===== config.mk =====
export PLATFORM = sky130hd
export DESIGN_NAME = ezm_prog_seq
export DESIGN_NICKNAME = d
export VERILOG_FILES = /design/src/rtl/ezm_prog_seq.sv
export SDC_FILE = /design/constraint.sdc
export NUM_CORES = 1
export LEC_CHECK = 0
export CORE_ASPECT_RATIO = 1.1
export CORE_MARGIN = 2
export CORE_UTILIZATION = 35
export CTS_CLUSTER_DIAMETER = 50
export DETAILED_ROUTE_END_ITERATION = 8
export GPL_TIMING_DRIVEN = 0
export PLACE_DENSITY = 0.55
export SETUP_SLACK_MARGIN = 0.1
export SLEW_MARGIN = 15
export SYNTH_ARGS = -nofsm -noshare
export SYNTH_HDL_FRONTEND = slang
export SYNTH_SLANG_ARGS = --single-unit

===== constraint.sdc =====
create_clock -name clk -period 4.3 [get_ports clk]
set_input_delay 0.86 -clock clk [delete_from_list [all_inputs] [get_ports clk]]
set_output_delay 0.86 -clock clk [all_outputs]
set_load 0.01 [all_outputs]

===== src/rtl/ezm_prog_seq.sv =====
// ezm_prog_seq: program sequencer for the 6-bit-instruction accumulator CPU.
// It holds a small program store that is loaded from pins while idle. Once a
// run starts, it releases the CPU from reset and feeds it one word per
// fetch/execute slot, indexed by the CPU's PC. A run ends on any of these:
// PC out of range, the instruction limit, or a stop request. The final
// accumulator is then captured into result_o.
// Optional build macro: BREAKPOINT_EN adds a PC breakpoint (bp_en_i, bp_addr_i,
// bp_hit_o).
module ezm_prog_seq #(
    parameter int ADDR_W    = 4,
    parameter int MAX_INSNS = 255
) (
    input  logic              clk,
    input  logic              rst,
    input  logic [7:0]        cpu_out_i,
    output logic              cpu_rst_o,
    output logic [5:0]        cpu_instr_o,
    input  logic              load_i,
    input  logic [ADDR_W-1:0] addr_i,
    input  logic [5:0]        data_i,
    input  logic              start_i,
    input  logic              stop_i,
    output logic              running_o,
    output logic              done_o,
    output logic              timeout_o,
    output logic [7:0]        result_o
`ifdef BREAKPOINT_EN
    ,
    input  logic              bp_en_i,
    input  logic [7:0]        bp_addr_i,
    output logic              bp_hit_o
`endif
);

    localparam int         DEPTH   = 2 ** ADDR_W;
    localparam logic [7:0] MAX_CNT = 8'(MAX_INSNS);

    localparam logic [2:0] S_IDLE    = 3'd0;
    localparam logic [2:0] S_RUN_F   = 3'd1;
    localparam logic [2:0] S_RUN_E   = 3'd2;
    localparam logic [2:0] S_CAPTURE = 3'd3;
    localparam logic [2:0] S_DONE    = 3'd4;

    logic [2:0] state_q, state_d;
    logic       cpu_rst_q, cpu_rst_d;
    logic [7:0] count_q, count_d;
    logic       timeout_q, timeout_d;
    logic       stop_q, stop_d;
    logic [5:0] held_q, held_d;
    logic [7:0] result_q, result_d;
    logic [5:0] instr_c;
    logic [5:0] mem_q [DEPTH];

    logic       pc_oob, lim_hit, bp_c, end_run, start_ok;
    logic [5:0] fetch_word;

    // A PC with any bit above the store range set (including wrap below 0) is
    // end-of-program.
    assign pc_oob     = (cpu_out_i >> ADDR_W) != 8'd0;
    assign lim_hit    = (count_q == MAX_CNT);
    assign fetch_word = mem_q[cpu_out_i[ADDR_W-1:0]];
    assign start_ok   = start_i && !load_i;

`ifdef BREAKPOINT_EN
    assign bp_c = bp_en_i && (cpu_out_i == bp_addr_i);
`else
    assign bp_c = 1'b0;
`endif

    assign end_run = pc_oob || lim_hit || stop_q || bp_c;

    // Next-state and instruction-bus decode for the run FSM.
    always_comb begin
        state_d   = state_q;
        cpu_rst_d = cpu_rst_q;
        count_d   = count_q;
        timeout_d = timeout_q;
        stop_d    = stop_q;
        held_d    = held_q;
        result_d  = result_q;
        instr_c   = 6'd0;
        case (state_q)
            S_IDLE: begin
                if (start_ok) begin
                    state_d   = S_RUN_F;
                    cpu_rst_d = 1'b0;
                    count_d   = 8'd0;
                    timeout_d = 1'b0;
                    stop_d    = 1'b0;
                end
            end
            S_RUN_F: begin
                stop_d = stop_q || stop_i;
                if (end_run) begin
                    // The CPU fetches a no-op, so the next cycle exposes the final accumulator.
                    state_d   = S_CAPTURE;
                    timeout_d = lim_hit && !pc_oob && !stop_q && !bp_c;
                end else begin
                    instr_c = fetch_word;
                    held_d  = fetch_word;
                    count_d = count_q + 8'd1;
                    state_d = S_RUN_E;
                end
            end
            S_RUN_E: begin
                // The CPU samples the operand field during execute, so keep the word stable.
                instr_c = held_q;
                stop_d  = stop_q || stop_i;
                state_d = S_RUN_F;
            end
            S_CAPTURE: begin
                result_d = cpu_out_i;
                state_d  = S_DONE;
            end
            S_DONE: begin
                if (start_i) begin
                    state_d   = S_IDLE;
                    cpu_rst_d = 1'b1;
                end
            end
            default: begin
                state_d   = S_IDLE;
                cpu_rst_d = 1'b1;
            end
        endcase
    end

    // FSM and run-status registers.
    always_ff @(posedge clk or posedge rst) begin
        if (rst) begin
            state_q   <= S_IDLE;
            cpu_rst_q <= 1'b1;
            count_q   <= 8'd0;
            timeout_q <= 1'b0;
            stop_q    <= 1'b0;
            held_q    <= 6'd0;
            result_q  <= 8'd0;
        end else begin
            state_q   <= state_d;
            cpu_rst_q <= cpu_rst_d;
            count_q   <= count_d;
            timeout_q <= timeout_d;
            stop_q    <= stop_d;
            held_q    <= held_d;
            result_q  <= result_d;
        end
    end

    // Program store: cleared by reset, writable only while idle.
    always_ff @(posedge clk or posedge rst) begin
        if (rst) begin
            for (int i = 0; i < DEPTH; i++) mem_q[i] <= 6'd0;
        end else if (state_q == S_IDLE && load_i) begin
            mem_q[addr_i] <= data_i;
        end
    end

`ifdef BREAKPOINT_EN
    logic bp_hit_q;

    // Breakpoint flag: set when a breakpoint ends the run, cleared on a new run.
    always_ff @(posedge clk or posedge rst) begin
        if (rst) begin
            bp_hit_q <= 1'b0;
        end else if (state_q == S_IDLE && start_ok) begin
            bp_hit_q <= 1'b0;
        end else if (state_q == S_RUN_F && bp_c) begin
            bp_hit_q <= 1'b1;
        end
    end

    assign bp_hit_o = bp_hit_q;
`endif

    assign cpu_rst_o   = cpu_rst_q;
    assign cpu_instr_o = instr_c;
    assign running_o   = (state_q == S_RUN_F) || (state_q == S_RUN_E) || (state_q == S_CAPTURE);
    assign done_o      = (state_q == S_DONE);
    assign timeout_o   = timeout_q;
    assign result_o    = result_q;

endmodule


==> metrics.md <==
| Metric | Value |
|---|---|
| Syn_nets | `429` |
| Routed WL | `13700 µm` |
| Sequential area share after synthesis | `0.539` |
| Die height | `138 µm` |
| DR iter-0 viols | `175` |
| Share of cells above drive strength 1 | `0.397` |
| Final Power | `4750 µW` |
| Top-area cell type share of the netlist area | `0.535` |
| Synth warnings | `0` |
| # setup viols final | `0` |
| Gr ovfl total | `0` |
| Pleak | `0.00329 µW` |
| First-pass DRT Iterations | `4` |
| Final hold violations | `0` |
| Skew-Pair Late Insertion Delay | `0.42 ns` |
| Maximum vdd drop | `423 µV` |
| Slew HR | `0.419` |
| Clock transition at the registers of the reported paths | `0.05 ns` |
| Post-synth top area cell | `dfrtp_1` |
| Post-DRT Antenna Nets | `0` |
| Hold buffers post-CTS | `0` |
| Worst Path Arrival | `3.28 ns` |
| Asr flop ratio synth | `1.00` |
| H-tree levels | `4` |
| DRC Markers | `0` |
| Min Tclk post-route | `4.14 ns` |
| WL/cell | `20.0 µm` |
| Critical Path Sink Type | `output pin` |
| Layout Cells excl Fill | `683` |
| Synthesized instance count | `405` |
| Ys flop type | `dfrtp_1` |
| Critical-path maximum fanout | `4` |
| Flops & latches, synth | `124` |
| GP Congestion | `0.763` |
| Total number of vias | `3580` |
| WS Path Type | `in -> out` |
| Measured slew at the worst slew-check pin | `0.872 ns` |
| Die X | `126 µm` |
| Initial antenna violation count | `0` |
| Slew Viols, Final | `0` |
| Largest cells by area after synthesis | `dfrtp_1, mux2_2, mux4_2, mux2i_1, a21o_1` |
| Synth cell types | `43` |
| IO Port Bufs | `37` |
| Power per cell area | `662 mW/mm²` |
| Post-synth EDFFs | `0` |
| Synthesis-to-finish area growth | `24.7%` |
| Clock root buffer | `clkbuf_16` |
| CTS max path bufs | `2` |
| Fmax | `242 MHz` |
| Boundary pin count | `41` |
| Synthesized cell area | `0.00575 mm²` |
| Hold WS | `0.478 ns` |
| CP Launch Type | `primary input` |
| Total of max-cap violations | `0` |
| Vias in the first global route | `3904` |
| Mean Syn Cell Area | `14.2 µm²` |
| RSZ-0062 raised after global routing | `yes` |
| Placed insts | `647` |
| Hpwl dp | `9270 µm` |
| Worst EP required | `3.44 ns` |
| Initial Util | `0.354` |
| Dpl ws | `-0.149 ns` |
| Clock net sink count | `124` |
| Period utilization | `0.962` |
| DR vias/cell | `5.24` |
| Clock Skew | `0.00631 ns` |
| CTS tree | `built` |
| Hold crit path type | `reg -> reg` |
| Worst setup margin | `0.162 ns` |
| Fin nets | `490` |
| First-pass GRT wire length | `21900 µm` |
| GR Util All Layers | `0.165` |
| Largest net degree at the start of global routing | `79` |
| Ant diodes | `0` |
| Outcome | `finished clean` |
| Core outline area | `0.0162 mm²` |
| Row Count | `49` |
| Cts bufs inserted | `17` |
| Die ar. | `0.0175 mm²` |
[cell type report]
type | instances | area [µm²]
fillers | 1423 | 9070
plain buffers | 21 | 100
clock buffers | 19 | 443
flip-flops and latches | 124 | 3100
repair buffers | 42 | 448
multi-input cells | 256 | 2610
inverters | 4 | 20.0
clock inverters | 13 | 191
well taps | 204 | 255
[what timing repair did]
action	CTS	global route
buffers inserted	2	2
resized for setup	10	5
hold endpoints to repair	0	0
setup endpoints to repair	5	6
pin swaps	2	3
[sequential cells by signal (all words and copies together), names as in the netlist]
signal     cells
mem_q         96
count_q        8
result_o       8
held_q         6
state_q        3
cpu_rst_o      1
stop_q         1
timeout_o      1
[logic make-up after synthesis]
logic type                 share of synthesized area
AOI/OAI and AO/OA                             0.0504
adders and majority gates                    0.00217
buffers and inverters                         0.0198
DFF                                            0.539
muxes                                          0.319
and+or+nand+nor                               0.0696
[cell usage in the layout, fill, tap and decap left out, types with 2 or more instances in the layout]
master           synthesis  routed
nor2b_1                  8       8
inv_1                    4       3
inv_6                    0       2
a31oi_1                  5       5
mux2i_1                 11      11
nand3_1                 11      10
a21oi_1                  2       2
buf_2                    7       7
o22ai_4                  0       4
clkinvlp_4               0       3
clkinv_4                 0       4
mux4_2                  24      24
nor2_2                   2       2
mux2_2                 105     105
dlymetal6s2s_1           0       3
bufinv_16                0       4
nor2_1                   8       8
nand2b_1                 3       3
a21o_1                  11      11
o22ai_1                  6       2
buf_4                    1       4
clkbuf_16                0      17
clkbuf_1                12      12
and3_1                   5       5
dfrtp_1                123     123
clkdlybuf4s50_1          0      34
o21ai_0                 11      11
nand2_1                 22      22
nor3_4                   2       2
[power breakdown]
| group | switching [µW] | internal [µW] | leakage (µW) |
|---|---|---|---|
| combinational | 488 | 776 | 0.00138 |
| sequential | 252 | 1700 | 0.00161 |
| clock | 540 | 988 | 0.000300 |
| total | 1280 | 3470 | 0.00329 |
[per-stage QoR]
stage	setup TNS, ns	area [µm²]	util
2_1_floorplan	0	5750	-
3_3_place_gp	-196.26	6380	0.393
3_5_place_dp	-0.489	6410	0.395
4_1_cts	0	7140	0.439
5_1_grt	0	7170	0.442
6_report	0	7170	0.442
[worst paths after layout]
path / cells past startpoint / slack [ns] / to / from
hold reg to reg: 1 / 0.48 / held_q[2] / held_q[2]
max in group asynchronous: 3 / 2.69 / mem_q[43] / rst
setup reg to reg: 6 / 1.73 / mem_q[73] / state_q[2]
setup / recovery: 8 / 0.16 / cpu_instr_o[0] / cpu_out_i[5]
min in group asynchronous: 2 / 0.85 / result_o[7] / rst
hold / removal: 1 / 0.48 / held_q[2] / held_q[2]
[worst max-delay path, stage by stage]
cell	delay, ns
clkdlybuf4s50_1	0.43
or4_4	0.58
nor3_4	0.21
buf_12	0.14
nand3b_4	0.13
o22ai_1	0.25
a21o_1	0.13
clkdlybuf4s50_1	0.53
[synthesized netlist by cell type, types with 2 or more instances]
cell / number
nand3_1: 11
nor2_2: 2
a31oi_1: 5
clkbuf_1: 12
buf_2: 7
mux2_2: 105
nand2_1: 22
a21oi_1: 2
a21o_1: 11
mux4_2: 24
and3_1: 5
nor2_1: 8
nand2b_1: 3
o22ai_1: 6
dfrtp_1: 123
nor3_4: 2
inv_1: 4
o21ai_0: 11
mux2i_1: 11
nor2b_1: 8
[routing by layer]
metal	vias to the layer above	track usage	wire length [µm]
li1	1642	-	-
met1	1845	0.213	6120
met2	80	0.273	6840
met3	13	0.0464	524
met4	0	0.0486	165
met5	-	0	0
No activity file was read; power rests on OpenSTA's default activity.
